### config.mk
export PLATFORM = sky130hd
export DESIGN_NAME = vx_sau_sequencer
export DESIGN_NICKNAME = d
export VERILOG_FILES = /design/src/rtl/vx_sau_sequencer_pkg.sv /design/src/rtl/vx_sau_sequencer_skew.sv /design/src/rtl/vx_sau_sequencer.sv
export SDC_FILE = /design/constraint.sdc
export NUM_CORES = 1
export LEC_CHECK = 0
export BUFFER_PORTS_ARGS = -buffer_cell sky130_fd_sc_hd__buf_2
export CORE_AREA = 3 3 266 268
export CTS_BUF_LIST = sky130_fd_sc_hd__clkbuf_2 sky130_fd_sc_hd__clkbuf_4 sky130_fd_sc_hd__clkbuf_8
export DETAILED_ROUTE_END_ITERATION = 12
export DIE_AREA = 0 0 269 271
export HOLD_SLACK_MARGIN = 0.08
export PLACE_DENSITY_LB_ADDON = 0.08
export SETUP_SLACK_MARGIN = 0.1
export SLEW_MARGIN = 20
export SYNTH_ARGS = -nofsm -noshare
export SYNTH_HDL_FRONTEND = slang
export SYNTH_SLANG_ARGS = --single-unit
### constraint.sdc
create_clock -name clk -period 9 [get_ports clk]
set_clock_uncertainty 0.1 [all_clocks]
set_input_delay 1.8 -clock clk [delete_from_list [all_inputs] [get_ports clk]]
set_output_delay 1.8 -clock clk [all_outputs]
set_load 0.05 [all_outputs]
### src/rtl/vx_sau_sequencer_pkg.sv
// Shared SAU definitions: sequencer states, element/accumulator
// types and cycle-count helpers for the feed and drain phases.
package vx_sau_sequencer_pkg;

  localparam int SAU_DATA_SIZE = 8;
  localparam int SAU_ACC_SIZE  = 32;

  typedef logic [SAU_DATA_SIZE-1:0] sau_elem_t;
  typedef logic [SAU_ACC_SIZE-1:0]  sau_acc_t;

  typedef enum logic [2:0] {
    SEQ_IDLE,
    SEQ_LOAD,
    SEQ_CLEAR,
    SEQ_FEED,
    SEQ_DRAIN,
    SEQ_DONE
  } sau_seq_state_t;

  function automatic int sau_feed_cycles(input int n);
    return 2 * n - 1;
  endfunction

  function automatic int sau_drain_cycles(input int n, input int lat);
    return n - 1 + lat;
  endfunction

endpackage

### src/rtl/vx_sau_sequencer_skew.sv
// Diagonal wavefront generator: lane k carries element t-k of
// row k of A and of column k of B, zero outside the matrix.
module VX_sau_skew
  import vx_sau_sequencer_pkg::*;
#(
  parameter int N  = 3,
  parameter int DW = 8,
  parameter int TW = 3
) (
  input  logic [N-1:0][N-1:0][DW-1:0] i_a_rows,
  input  logic [N-1:0][N-1:0][DW-1:0] i_b_cols,
  input  logic [TW-1:0]               i_t,
  output logic [N-1:0][DW-1:0]        o_lane_a,
  output logic [N-1:0][DW-1:0]        o_lane_b
);

  always_comb begin
    o_lane_a = '0;
    o_lane_b = '0;
    for (int k = 0; k < N; k++) begin
      for (int d = 0; d < N; d++) begin
        if (int'(i_t) == k + d) begin
          o_lane_a[k] = i_a_rows[k][d];
          o_lane_b[k] = i_b_cols[k][d];
        end
      end
    end
  end

endmodule

### src/rtl/vx_sau_sequencer.sv
// SAU control sequencer: load A/B, clear, feed skewed wavefronts,
// drain the array pipeline, then hand back the captured tile.
module vx_sau_sequencer
  import vx_sau_sequencer_pkg::*;
#(
  parameter int MATRIX_SIZE = 3,
  parameter int DATA_SIZE   = 8,
  parameter int ACC_SIZE    = 32,
  parameter int SA_LATENCY  = 1
) (
  input  logic clk,
  input  logic reset,
  input  logic ld_valid,
  output logic ld_ready,
  input  logic [MATRIX_SIZE-1:0][DATA_SIZE-1:0] ld_row_a,
  input  logic [MATRIX_SIZE-1:0][DATA_SIZE-1:0] ld_col_b,
  input  logic abort,
  output logic busy,
  output logic sa_clear,
  output logic [MATRIX_SIZE-1:0][DATA_SIZE-1:0] sa_in_a,
  output logic [MATRIX_SIZE-1:0][DATA_SIZE-1:0] sa_in_b,
  input  logic [MATRIX_SIZE-1:0][MATRIX_SIZE-1:0][ACC_SIZE-1:0] sa_result,
  output logic rsp_valid,
  input  logic rsp_ready,
  output logic [MATRIX_SIZE-1:0][MATRIX_SIZE-1:0][ACC_SIZE-1:0] rsp_data
);

  localparam int N  = MATRIX_SIZE;
  localparam int BW = $clog2(N);
  localparam int TW = $clog2(2 * N);
  localparam logic [BW-1:0] B_LAST = BW'(N - 1);
  localparam logic [TW-1:0] T_LAST = TW'(sau_feed_cycles(N) - 1);
  localparam logic [TW-1:0] D_LAST =
    TW'(sau_drain_cycles(N, SA_LATENCY) - 1);

  sau_seq_state_t r_state;
  logic [BW-1:0] r_beat;
  logic [TW-1:0] r_t;
  logic [TW-1:0] r_dcnt;
  logic [N-1:0][N-1:0][DATA_SIZE-1:0] r_a_rows;
  logic [N-1:0][N-1:0][DATA_SIZE-1:0] r_b_cols;
  logic r_sa_clear;
  logic [N-1:0][DATA_SIZE-1:0] r_sa_in_a;
  logic [N-1:0][DATA_SIZE-1:0] r_sa_in_b;
  logic r_rsp_valid;
  logic [N-1:0][N-1:0][ACC_SIZE-1:0] r_rsp_data;

  logic w_abort;
  logic w_ld_fire;
  logic [BW-1:0] w_widx;
  logic [TW-1:0] w_t_nxt;
  logic [N-1:0][DATA_SIZE-1:0] w_lane_a;
  logic [N-1:0][DATA_SIZE-1:0] w_lane_b;

  assign ld_ready = (r_state == SEQ_IDLE) || (r_state == SEQ_LOAD);
  assign busy     = (r_state != SEQ_IDLE);
  assign sa_clear  = r_sa_clear;
  assign sa_in_a   = r_sa_in_a;
  assign sa_in_b   = r_sa_in_b;
  assign rsp_valid = r_rsp_valid;
  assign rsp_data  = r_rsp_data;

  assign w_abort   = abort && (r_state != SEQ_IDLE);
  assign w_ld_fire = reset && ld_valid && ld_ready && !w_abort;
  assign w_widx    = (r_state == SEQ_IDLE) ? '0 : r_beat;
  // Lanes are registered, so look up the wavefront for the next cycle.
  assign w_t_nxt   = (r_state == SEQ_FEED) ? r_t + TW'(1) : '0;

  VX_sau_skew #(
    .N  (N),
    .DW (DATA_SIZE),
    .TW (TW)
  ) u_skew (
    .i_a_rows (r_a_rows),
    .i_b_cols (r_b_cols),
    .i_t      (w_t_nxt),
    .o_lane_a (w_lane_a),
    .o_lane_b (w_lane_b)
  );

  always_ff @(posedge clk) begin
    if (w_ld_fire) begin
      r_a_rows[w_widx] <= ld_row_a;
      r_b_cols[w_widx] <= ld_col_b;
    end
  end

  always_ff @(posedge clk) begin
    if (!reset) begin
      r_state     <= SEQ_IDLE;
      r_beat      <= '0;
      r_t         <= '0;
      r_dcnt      <= '0;
      r_sa_clear  <= 1'b0;
      r_sa_in_a   <= '0;
      r_sa_in_b   <= '0;
      r_rsp_valid <= 1'b0;
      r_rsp_data  <= '0;
    end else if (w_abort) begin
      r_state     <= SEQ_IDLE;
      r_beat      <= '0;
      r_t         <= '0;
      r_dcnt      <= '0;
      r_sa_clear  <= 1'b0;
      r_sa_in_a   <= '0;
      r_sa_in_b   <= '0;
      r_rsp_valid <= 1'b0;
    end else begin
      unique case (r_state)
        SEQ_IDLE: begin
          if (ld_valid) begin
            r_beat  <= BW'(1);
            r_state <= SEQ_LOAD;
          end
        end
        SEQ_LOAD: begin
          if (ld_valid) begin
            if (r_beat == B_LAST) begin
              r_beat     <= '0;
              r_sa_clear <= 1'b1;
              r_state    <= SEQ_CLEAR;
            end else begin
              r_beat <= r_beat + BW'(1);
            end
          end
        end
        SEQ_CLEAR: begin
          r_sa_clear <= 1'b0;
          r_t        <= '0;
          r_sa_in_a  <= w_lane_a;
          r_sa_in_b  <= w_lane_b;
          r_state    <= SEQ_FEED;
        end
        SEQ_FEED: begin
          if (r_t == T_LAST) begin
            r_t       <= '0;
            r_dcnt    <= '0;
            r_sa_in_a <= '0;
            r_sa_in_b <= '0;
            r_state   <= SEQ_DRAIN;
          end else begin
            r_t       <= w_t_nxt;
            r_sa_in_a <= w_lane_a;
            r_sa_in_b <= w_lane_b;
          end
        end
        SEQ_DRAIN: begin
          if (r_dcnt == D_LAST) begin
            r_dcnt      <= '0;
            r_rsp_data  <= sa_result;
            r_rsp_valid <= 1'b1;
            r_state     <= SEQ_DONE;
          end else begin
            r_dcnt <= r_dcnt + TW'(1);
          end
        end
        SEQ_DONE: begin
          if (rsp_ready) begin
            r_rsp_valid <= 1'b0;
            r_state     <= SEQ_IDLE;
          end
        end
        default: r_state <= SEQ_IDLE;
      endcase
    end
  end

endmodule

==> flow_summary.ini, run 1 <==
[global_route]
grt_max_degree = 163
grt_pass1_vias = 14850
grt_usage_pct = 18.32
grt_use_met1_pct = 20.55
grt-ovfl-total = 0
met3_usage_pct = 6.284
grt_pass1_wl_um = 99430
grt.met2_usage_pct = 32.83
antenna_found_initial = 22
grt.busiest_layer = met2

[setup_path]
end_kind = primary output
r2r_slack_ps = 5510
path_cells = or2_2 -> inv_1 -> buf_2
start_kind = register
rr_startpoint = r_t[0]
worstPathMaxFanout = 12
timing.rr.end = sa_in_b[7]
path_class = register to primary output
arrival_ps = 1910
critPathRequiredTime_ps = 7100
r2r_cells = 8
crit_slowest_cell = dfxtp_1
cpPeakStageDelay_ps = 420
cpLargestDelayFamily = buffers and inverters
critPathBufInv = 2

[synthesis]
synth_compound_area_share_pct = 17.11
synth_xor_area_share_pct = 0.09704
yosysWarnings = 0
post_synth_fa_ha_maj_area_fraction_pct = 0.1386
synth-async-reset-ratio_pct = 0
synth.top_cell.area_share_pct = 38.71
yosys.area.top_type = dfxtp_1
synth-seq-area-share_pct = 62.66
synth-seq-cells = 493
synthTopCellsByArea = dfxtp_1 39%, edfxtp_1 24%, nand2_1 13%
syn_area_per_cell_sq_um = 10.22
synth_top_family_by_area = compound AO/OA/AOI/OAI gates
synthesis.area_sq_mm = 0.01805
synthMuxAreaShare_pct = 0.9981
synth_edf_count = 144
syn-num-nets = 2109
synthFlopType = dfxtp_1
synth_simple_gate_area_share_pct = 15.03
ys_types = 55
synth_cells = 1766

[cells_and_area]
drive_gt1_share_pct = 35.86
multi_input_area_sq_mm = 0.006075
register_area_sq_mm = 0.01131
fin_nets = 2781
nFillCells = 7234
area_growth_pct = 34.39

[drt]
drt-initial-drc-count = 824
drc_errors = 0
routed_wl_um = 70300
drtPass1Iterations = 5
num_vias = 15120
via_per_inst = 4.372
wl_per_cell_um = 20.33
postRouteAntennaNets = 0

[sta]
finalSetupViolations = 0
max_freq_ghz = 0.2623
min_period_ps = 3812
min_period_over_period_pct = 42.36
fin_ws_ps = 5188
fin_tns_setup_ps = 0
tightest_slew_ps = 1095
hold_viol = 0
slew_violations = 0
slew_headroom_pct = 26.78
hold_ws_ps = 346.5
rsz0062_at_grt = no

[place]
dp_hpwl_um = 49590
port_buffers = 680
gp_congestion = 0.8268
preCtsSetupSlack_ps = 4448

[min_path]
min_path_type = register to register
min_from = rsp_data[183]
whs_endpoint = rsp_data[183]
min_delay_path_depth = 2

[clocking]
cts_tree = yes
clk_path_buf_depth = 3
h-tree-depth = 3
postCtsSetupRepairBufs = 0
clkLatencyLatePin_ps = 660
cts-root-buf = clkbuf_8
clkSinkCount = 493
clk_pin_slew_ps = 60
cts_buffers = 92
cts-resized-gates = 0
holdBufCountCts = 0

[floorplanning]
row_count = 96
design.core.area_sq_mm = 0.06859
die_h_um = 271
start_util_pct = 26.32
die-area_sq_mm = 0.07290
die_x_um = 269
boundaryPins = 681

[power]
internal-power_mw = 3.803
combPwrFrac_pct = 3.9
p_leak_nw = 9.956
p_total_mw = 4.905
p_switching_mw = 1.101
p_sw_share_pct = 22.46
power_frac_seq_pct = 47.2
ir_drop_uv = 98.82
power_frac_clock_pct = 48.9
power_density_mw_per_mm2 = 202.2

[flow_run]
drv_cap = 0

[status]
outcome = finished clean
## per-stage QoR
step / cell area, sq um / util, % / std cells
CTS: 24230 / 35.33 / 3446
finish: 24260 / 35.37 / 3458
global route: 24240 / 35.35 / 3452
global placement: 22160 / 32.30 / 3275
floorplan: 18050 / - / 1766
detailed placement: 22160 / 32.30 / 3275
## synth_stat cells (all sizes together), types with 16 or more instances
| master | count |
|---|---|
| a21boi | 289 |
| a221oi | 16 |
| a22oi | 17 |
| buf | 56 |
| clkbuf | 67 |
| dfxtp | 349 |
| edfxtp | 144 |
| mux2 | 16 |
| nand2 | 631 |
| nor2 | 24 |
| o21ai | 57 |
## power groups by stage
| stage | Sequential (mW) | Clock (mW) | Combinational [mW] |
|---|---|---|---|
| final | 2.32 | 2.40 | 0.191 |
| after global routing | 2.32 | 2.58 | 0.210 |
| after CTS | 2.32 | 2.49 | 0.196 |
| after detailed placement | 2.36 | 0 | 0.195 |
| after global placement | 2.36 | 0 | 0.195 |
| after floorplan | 2.37 | 0 | 0.0716 |
## routing by layer
layer	up-vias	wire length (um)	part of all wire, %
met3	119	5610	8.0
met2	448	35770	51
li1	7357	-	-
met4	12	1528	2.2
met5	-	67	0.095
met1	7184	27330	39
## sequential cells by signal (all words and copies together) (netlist names)
name,count
rsp_data,288
sa_in_b,24
r_state,3
r_t,3
r_dcnt,3
r_a_rows,72
sa_in_a,24
rsp_valid,1
r_b_cols,72
sa_clear,1
r_beat,2
## worst max path at each step
stage | cells past startpoint | startpoint | slack [ps] | to
floorplan | 3 | reset | 1420 | r_a_rows[24]
global placement | 4 | reset | 4470 | sa_in_b[10]
detailed placement | 4 | reset | 4450 | sa_in_b[14]
CTS | 3 | r_state[1] | 5090 | ld_ready
global route | 3 | r_state[1] | 5020 | ld_ready
finish | 3 | r_state[1] | 5190 | ld_ready
## layout by cell type (no fill, tap or decap), types with 20 or more instances in the layout
| cell type | n |
|---|---|
| a21boi_1 | 220 |
| clkbuf_4 | 37 |
| clkbuf_8 | 113 |
| o21ai_0 | 46 |
| buf_2 | 679 |
| nand2_1 | 631 |
| buf_4 | 20 |
| a21boi_0 | 69 |
| dfxtp_1 | 349 |
| edfxtp_1 | 144 |
| nor2_1 | 23 |
## worst reg2reg max path, delay by kind of cell (launching register included)
family | cells | cell delay, ps
compound gates | 2 | 630
fa+ha+maj | 1 | 340
buf+inv | 4 | 1050
flops | 1 | 300
simple gates | 1 | 950
## final cells by class
type,count,area share [%]
Antenna cell,12,0.1238
Multi-Input combinational cell,1143,25.04
Clock inverter,21,0.9903
Clock buffer,150,7.556
Sequential cell,493,46.62
Timing Repair Buffer,701,14.76
Tap cell,931,4.802
Inverter,7,0.1083
## cell families (layout without fill, tap and decap cells)
family / Yosys count / after routing
compound gates: 433 / 433
xor+xnor: 2 / 2
fa+ha+maj: 2 / 2
buf+inv: 130 / 879
flops: 493 / 493
mux: 16 / 16
other cells: 0 / 12
simple gates: 690 / 690
(Power assumes the default switching activity.)
==> run 2: changes to the inputs <==
==> constraint.sdc (replaced) <==
create_clock -name clk -period 3.3 [get_ports clk]
set_clock_uncertainty 0.1 [all_clocks]
set_input_delay 0.66 -clock clk [delete_from_list [all_inputs] [get_ports clk]]
set_output_delay 0.66 -clock clk [all_outputs]
set_load 0.05 [all_outputs]
==> run 2 against run 1 <==
Power grew to 2.7 times the previous value. Sequential share of layout area is 5.5 points lower. Sequential cell count stayed put. Die area unchanged. Combinational power grew to 4.5 times the previous value. Largest power group is now registers. Via count increased by 8.8%. Sequential power grew to 2.7 times the previous value. Non-clock buffer count rose by 324. Final cell count up 9.1%. Clock power rose to 2.6 times the previous value. Setup slack got worse by 4500 ps.
==> flow_summary.ini, run 2 (synthesized netlist as in run 1, its figures left out) <==
[status]
outcome = finished clean

[drt]
drt-initial-drc-count = 788
routed_wl_um = 72350
via_per_inst = 4.360
wl_per_cell_um = 19.17
num_vias = 16460
drc_errors = 0
postRouteAntennaNets = 0
drtPass1Iterations = 5

[cells_and_area]
multi_input_area_sq_mm = 0.006116
nFillCells = 7021
largest_register_ffs = 288
drive_gt1_share_pct = 32.05
mostFrequentLayoutCells = 679 x buf_2, 631 x nand2_1, 348 x dfxtp_1
fin_nets = 3105
fin_area_sq_mm = 0.02750
utilization_pct = 40.09
register_area_sq_mm = 0.01131
area_growth_pct = 52.34
final_common_cell = buf_2

[clocking]
h-tree-depth = 3
cts_buffers = 92
postCtsSetupRepairBufs = 0
clkLatencyLatePin_ps = 650
clk_path_buf_depth = 3
clk_pin_slew_ps = 60
cts_tree = yes
cts-root-buf = clkbuf_8
clkSinkCount = 493

[global_route]
antenna_found_initial = 6
grt_max_degree = 184
grt_pass1_wl_um = 106000
grt-ovfl-total = 0
grt_usage_pct = 19.14
grt_pass1_vias = 16570

[flow_run]
drv_cap = 0

[sta]
slew_headroom_pct = 30.00
hold_viol = 0
min_period_over_period_pct = 79.52
tightest_slew_ps = 1050
fin_ws_ps = 675.9
max_freq_ghz = 0.3811
finalSetupViolations = 0
rsz0062_at_grt = no
hold_ws_ps = 170.9
slew_violations = 0
min_period_ps = 2624

[place]
port_buffers = 680
dp_hpwl_um = 50220
preCtsSetupSlack_ps = 581.9
gp_congestion = 0.8380
post_dp_cell_area_sq_mm = 0.02232

[power]
power_frac_seq_pct = 47.0
p_switching_mw = 3.015
p_sw_share_pct = 22.42
combPwrFrac_pct = 6.4
ir_drop_uv = 273.8
power_density_mw_per_mm2 = 489.0
p_leak_nw = 11.30
internal-power_mw = 10.43
p_total_mw = 13.45
power_frac_clock_pct = 46.6

[floorplanning]
start_util_pct = 26.32
die_x_um = 269
row_count = 96
design.core.area_sq_mm = 0.06859
die-area_sq_mm = 0.07290
boundaryPins = 681
die_h_um = 271

[min_path]
min_from = sa_result[276]
min_path_type = input pin to register
whs_endpoint = rsp_data[276]
min_delay_path_depth = 3

[setup_path]
worstPathMaxFanout = 17
end_kind = primary output
timing.rr.end = sa_in_a[13]
r2r_slack_ps = 700
path_class = register to primary output
critPathRequiredTime_ps = 2540
r2r_cells = 5
arrival_ps = 1860
start_kind = register
rr_startpoint = r_state[0]
[run 2: changes by cell type in the layout (fill, tap and decap cells not counted), sizes merged]
cell         before  now
buf             701  706
bufinv            4    1
clkbuf          150  157
clkinv           13    9
clkinvlp          1    3
diode            12    4
dlygate4sd3       0  319
inv              10    8
[run 2: repair_timing]
item                                   in CTS  in global routing
resized for setup                           0                  0
endpoints found under the hold margin     415                  0
hold buffers                              319                  0
setup endpoints to repair                   0                  0
[run 2: worst max-delay path, cell delays in order (launching register included)]
cell and delay, ps:
dfxtp_1 680, or3_4 240, buf_2 290
[run 2: worst max path at each step]
stage	start	end	slack [ps]	cells after the start
2_1_floorplan	r_state[1]	r_a_rows[24]	-20	4
3_3_place_gp	reset	sa_in_a[7]	640	6
3_5_place_dp	reset	sa_in_b[3]	580	6
4_1_cts	r_state[0]	busy	570	2
5_1_grt	r_state[0]	sa_in_a[10]	490	5
6_report	r_state[0]	busy	680	2
[run 2: metal layers]
layer / wire length, um / global-route usage (%)
met1: 28770 / 21.62
met2: 36770 / 34.51
met3: 4772 / 5.447
met4: 2028 / 6.066
met5: 13 / 0
[run 2: cell type report]
type,count,area share [%]
flip-flops and latches,493,41.14
clock buffers,157,6.811
diodes,4,0.03640
repair buffers,1025,25.04
clock inverters,14,0.3913
inverters,7,0.1092
multi-input cells,1143,22.24
well taps,931,4.236
[run 2: through the flow]
stage	setup TNS, ps	cells
after global placement	0	3280
after global routing	0	3773
after floorplan	-1009	1766
after detailed placement	0	3280
after CTS	0	3770
final	0	3774
[run 2: power groups by stage]
stage	logic [mW]	clock network [mW]	registers, mW
3_5_place_dp	0.547	0	6.45
6_report	0.863	6.26	6.32
4_1_cts	0.877	6.52	6.32
3_3_place_gp	0.546	0	6.45
5_1_grt	0.932	6.78	6.32
2_1_floorplan	0.208	0	6.45
